### src/rtl/fetch_pkg.sv
// Shared constants and the queue entry layout for the instruction fetch queue.
package fetch_pkg;

    localparam int unsigned WORD_BYTES   = 4;
    localparam int unsigned FETCH_ADDR_W = 32;
    localparam int unsigned FETCH_DATA_W = 32;

    localparam logic [FETCH_ADDR_W-1:0] DEFAULT_RESET_PC = '0;

    typedef struct packed {
        logic [FETCH_ADDR_W-1:0] pc;
        logic [FETCH_DATA_W-1:0] instr;
    } fetch_entry_t;

endpackage

### src/rtl/fetch_fifo.sv
// Circular buffer holding fetched instructions; flush empties it in one edge.
module fetch_fifo
    import fetch_pkg::*;
#(
    parameter type         entry_t = fetch_entry_t,
    parameter int unsigned DEPTH   = 4
) (
    input  logic                     clk,
    input  logic                     rst_n,
    input  logic                     flush,
    input  logic                     push,
    input  entry_t                   push_data,
    input  logic                     pop,
    output entry_t                   head,
    output logic [$clog2(DEPTH):0]   count
);

    localparam int unsigned PTR_W = $clog2(DEPTH);
    localparam int unsigned CNT_W = PTR_W + 1;

    entry_t             mem [DEPTH];
    logic [PTR_W-1:0]   wr_ptr;
    logic [PTR_W-1:0]   rd_ptr;

    // Pointers wrap naturally because DEPTH is a power of two.
    always_ff @(posedge clk or negedge rst_n) begin
        if (!rst_n) begin
            wr_ptr <= '0;
            rd_ptr <= '0;
            count  <= '0;
        end else if (flush) begin
            wr_ptr <= '0;
            rd_ptr <= '0;
            count  <= '0;
        end else begin
            if (push) wr_ptr <= wr_ptr + PTR_W'(1);
            if (pop)  rd_ptr <= rd_ptr + PTR_W'(1);
            case ({push, pop})
                2'b10:   count <= count + CNT_W'(1);
                2'b01:   count <= count - CNT_W'(1);
                default: count <= count;
            endcase
        end
    end

    always_ff @(posedge clk) begin
        if (push) mem[wr_ptr] <= push_data;
    end

    assign head = mem[rd_ptr];

endmodule

### src/rtl/instr_fetch_queue.sv
// Credit-throttled instruction prefetcher in front of a synchronous block ROM,
// presenting fetched words in program order with their byte PCs.
module instr_fetch_queue
    import fetch_pkg::*;
#(
    parameter int unsigned       ADDR_W   = 32,
    parameter int unsigned       DATA_W   = 32,
    parameter int unsigned       DEPTH    = 4,
    parameter logic [ADDR_W-1:0] RESET_PC = ADDR_W'(DEFAULT_RESET_PC)
) (
    input  logic              clka,
    input  logic              rsta_n,
    input  logic              redirect,
    input  logic [ADDR_W-1:0] redirect_pc,
    output logic              mem_en,
    output logic [ADDR_W-1:0] mem_addr,
    input  logic [DATA_W-1:0] mem_rdata,
    output logic              instr_valid,
    input  logic              instr_ready,
    output logic [DATA_W-1:0] instr,
    output logic [ADDR_W-1:0] instr_pc
);

    localparam int unsigned CNT_W  = $clog2(DEPTH) + 1;
    localparam int unsigned USED_W = CNT_W + 1;

    // Same layout as fetch_entry_t, sized by this instance's parameters.
    typedef struct packed {
        logic [ADDR_W-1:0] pc;
        logic [DATA_W-1:0] instr;
    } entry_t;

    function automatic logic [ADDR_W-1:0] word_align(input logic [ADDR_W-1:0] a);
        return a & ~ADDR_W'(WORD_BYTES - 1);
    endfunction

    logic [ADDR_W-1:0] pc;
    logic              inflight;
    logic [ADDR_W-1:0] inflight_pc;
    logic [CNT_W-1:0]  count;
    logic              push;
    logic              pop;
    entry_t            push_data;
    entry_t            head;

    // Issue only when every outstanding response is guaranteed a free slot.
    assign mem_en   = rsta_n && !redirect
                      && ((USED_W'(count) + USED_W'(inflight)) < USED_W'(DEPTH));
    assign mem_addr = pc >> 2;

    always_ff @(posedge clka or negedge rsta_n) begin
        if (!rsta_n) begin
            pc          <= word_align(RESET_PC);
            inflight    <= 1'b0;
            inflight_pc <= '0;
        end else if (redirect) begin
            pc       <= word_align(redirect_pc);
            inflight <= 1'b0;
        end else begin
            inflight <= mem_en;
            if (mem_en) begin
                pc          <= pc + ADDR_W'(WORD_BYTES);
                inflight_pc <= pc;
            end
        end
    end

    // A redirect kills the response arriving on the same edge.
    assign push      = inflight && !redirect;
    assign pop       = instr_valid && instr_ready && !redirect;
    assign push_data = '{pc: inflight_pc, instr: mem_rdata};

    fetch_fifo #(
        .entry_t (entry_t),
        .DEPTH   (DEPTH)
    ) u_fifo (
        .clk       (clka),
        .rst_n     (rsta_n),
        .flush     (redirect),
        .push      (push),
        .push_data (push_data),
        .pop       (pop),
        .head      (head),
        .count     (count)
    );

    assign instr_valid = (count != '0);
    assign instr       = instr_valid ? head.instr : '0;
    assign instr_pc    = instr_valid ? head.pc    : '0;

endmodule

### config.mk
export PLATFORM = sky130hd
export DESIGN_NAME = instr_fetch_queue
export DESIGN_NICKNAME = d
export VERILOG_FILES = /design/src/rtl/fetch_pkg.sv /design/src/rtl/fetch_fifo.sv /design/src/rtl/instr_fetch_queue.sv
export SDC_FILE = /design/constraint.sdc
export NUM_CORES = 1
export LEC_CHECK = 0
export CAP_MARGIN = 20
export CORE_MARGIN = 2
export CORE_UTILIZATION = 35
export DETAILED_ROUTE_END_ITERATION = 7
export GPL_ROUTABILITY_DRIVEN = 0
export PLACE_DENSITY_LB_ADDON = 0.15
export REMOVE_ABC_BUFFERS = 1
export SLEW_MARGIN = 20
export SYNTH_ARGS = -nofsm -noshare
export SYNTH_HDL_FRONTEND = slang
export SYNTH_SLANG_ARGS = --single-unit
### constraint.sdc
create_clock -name clka -period 2.4 [get_ports clka]
set_input_delay 0.24 -clock clka [delete_from_list [all_inputs] [get_ports clka]]
set_output_delay 0.24 -clock clka [all_outputs]
set_load 0.1 [all_outputs]
==> results.cfg <==
[clock_network]
tritoncts = yes
clk_latency_ps = 510
cts_inserted_buffers = 35
root_buffer = clkbuf_16
cts_htree_levels = 2
clk_path_buf_depth = 3
path_clk_slew_ps = 60
clock-sinks = 316

[cells_and_area]
fill_cells = 3098
regArea_um2 = 9160
drive_gt1_frac = 0.313
finish.instance_area_um2 = 17400
multi_input_area_um2 = 3510
antennaDiodeCount = 0
layout_commonest_cell = edfxtp_1
syn2layout_area_growth_pct = 36.1
stdcell_count = 1472
most-common-layout-cells = 248 x edfxtp_1, 125 x nand2_1, 83 x buf_12, 66 x dfrtp_1, 64 x clkdlybuf4s50_1
fin_nets = 1059

[logic_synthesis]
synthSimpleGateAreaFrac = 0.105
async_reset_ff_frac = 0.215
avgSynthCellArea_um2 = 16.4
synth_area_um2 = 12800
yosysSeqAreaShare = 0.717
synth_xor_area_frac = 0.00481
synth_top_family_by_area = multiplexers
synth_edf_count = 248
synthFlopType = edfxtp_1
netlist-cell-type-count = 50
yosysTopAreaCellShare = 0.584
synthMuxAreaShare = 0.117
synth_seq_cells = 316
synth_compound_area_frac = 0.0313
netlist_instances = 777
yosys_warnings = 0
synth_fa_ha_area_frac = 0.00648
synth_top_area_cell = edfxtp_1
synthTopCellsByArea = edfxtp_1 58%, dfrtp_1 13%, mux4_2 11%

[setup_path]
r2r_slack_ps = 160
ff2ff_path_depth = 8
r2r_end = u_fifo.count[2]$_DFFE_PN0P_
crit_type = reg2out
worstSetupEndpointType = output port
rr_startpoint = u_fifo.count[1]$_DFFE_PN0P_
startpoint_type = flop
crit_required_ps = 2160
critPathMaxFanout = 6
cp.arrival_ps = 2200

[run_status]
outcome = finished, violations left
failed_checks = negative setup slack

[die]
design.portCount = 166
rows = 69
design.die.area_um2 = 38000
fp.coreArea_um2 = 35700
initial_core_util = 0.357
die_h_um = 195
die_w_um = 195

[sta]
fin_ws_ps = -35.6
setup_violations = 35
skew_ps = 14.2
final_max_slew_viol_count = 0
slew_headroom = 0.410
fmaxAchievable_mhz = 411
rsz0062_at_grt = yes
hold_violations = 0
tightest_slew_ps = 886
finalCritPeriodShare = 1.01
fin_crit_ps = 2440
holdWs_ps = 55.3

[routing]
first_pass_iters = 4
drc = 0
detail_route.wl_per_cell_um = 20.9
wl_um = 30800
ant_nets = 0
via_per_inst = 5.01
vias = 7368
drt_iter0_markers = 392

[global_routing]
gr-total-overflow = 0
grtUsageTotal = 0.164
first_global_vias = 7830
antenna_found_initial = 0
grt_pass1_wl_um = 47600
grt_start_max_net_pins = 67

[run]
drv_cap = 0

[power_and_ir_drop]
intPower_w = 0.0150
powerDensity_nw_per_um2 = 1520
netSwitchingFraction = 0.429
power_frac_comb = 0.530
p_clk_frac = 0.197
leakagePower_nw = 6.31
p_switching_w = 0.0113
total_power_w = 0.0263
ir_drop_v = 0.000920
seq_power_share = 0.274

[placed_design]
io_buffers = 159
hpwl_um = 18800
dp_cells = 1398
place_area_um2 = 15800
dp_slack_ps = 90.0

[hold_path]
holdCritPathClass = in2async
flip-flops by register name, indices dropped and copies added, names as in the netlist:
name,count
pc,30
u_fifo.count,3
u_fifo.mem,248
inflight,1
inflight_pc,30
u_fifo.wr_ptr,2
u_fifo.rd_ptr,2
cell families (layout without fill, tap and decap cells):
family                     Yosys count  after routing
adders and majority gates            6              6
xor gates and xnor gates             7              7
DFF                                316            316
other                                1              4
and+or+nand+nor                    269            269
muxes                               72             72
AOI/OAI and AO/OA                   54             54
buffers and inverters               52            283
routing by layer:
layer  GRT usage  routed length (µm)  vias to the layer above
met5           0                   0                        -
met4      0.0399                 531                        0
met3      0.0302                1450                       39
met2       0.258               14300                      192
met1       0.237               14400                     3754
li1            -                   -                     3383
power groups by stage:
stage | Combinational (W) | Sequential (W) | Clock [W]
after floorplan | 0.00678 | 0.00790 | 0
after global placement | 0.0129 | 0.00727 | 0
after detailed placement | 0.0129 | 0.00731 | 0
after CTS | 0.0137 | 0.00721 | 0.00531
after global routing | 0.0144 | 0.00730 | 0.00555
final | 0.0139 | 0.00720 | 0.00518
worst max path at each step:
stage,from,to,cells after the start
finish,u_fifo.rd_ptr[0]$_DFFE_PN0P_,instr_pc[5],5
global route,u_fifo.rd_ptr[0]$_DFFE_PN0P_,instr_pc[20],5
CTS,u_fifo.rd_ptr[0]$_DFFE_PN0P_,instr_pc[11],5
detailed placement,redirect,pc[20]$_DFFE_PN0P_,8
global placement,redirect,pc[19]$_DFFE_PN0P_,9
floorplan,u_fifo.rd_ptr[0]$_DFFE_PN0P_,instr[0],2
through the flow:
step | utilization | setup TNS [ps]
3_5_place_dp | 0.443 | 0
5_1_grt | 0.486 | -3950
4_1_cts | 0.481 | -2890
2_1_floorplan | - | -201320
3_3_place_gp | 0.443 | 0
6_report | 0.486 | -465
cell type report:
class	instances	area share
inverter	7	0.00151
tap	461	0.0332
timing repair buffer	213	0.171
clock buffer	41	0.0530
clock inverter	22	0.0112
multi-input combinational	412	0.202
sequential	316	0.528
cell usage after synthesis (all sizes together), types with 2 or more instances:
| library cell | instances |
|---|---|
| edfxtp | 248 |
| nand2 | 126 |
| and2 | 68 |
| dfrtp | 68 |
| mux4 | 62 |
| clkbuf | 23 |
| buf | 22 |
| nor2 | 21 |
| nand3 | 17 |
| nand4 | 12 |
| o21ai | 12 |
| o211ai | 10 |
| mux2i | 9 |
| a221o | 7 |
| inv | 7 |
| o311ai | 7 |
| ha | 5 |
| nand2b | 5 |
| and3 | 4 |
| xnor2 | 4 |
| a21oi | 3 |
| a22oi | 3 |
| nor4 | 3 |
| or3 | 3 |
| xor2 | 3 |
| a211o | 2 |
| a21boi | 2 |
| a31oi | 2 |
| nor3 | 2 |
| nor3b | 2 |
| o31a | 2 |
| or4 | 2 |
repair_timing:
action | in CTS | in global routing
endpoints found under the setup margin | 62 | 61
hold buffers | 1 | 0
cloned | 4 | 3
setup buffers | 3 | 0
gates resized for setup | 33 | 28
endpoints found under the hold margin | 2 | 0
worst max-delay path: stages (launching register included):
cell and delay [ps]:
dfrtp_4 470, buf_12 160, buf_16 140, mux4_2 560, and2_4 190, buf_12 160
Note: power is estimated with default switching activity, not from simulation.
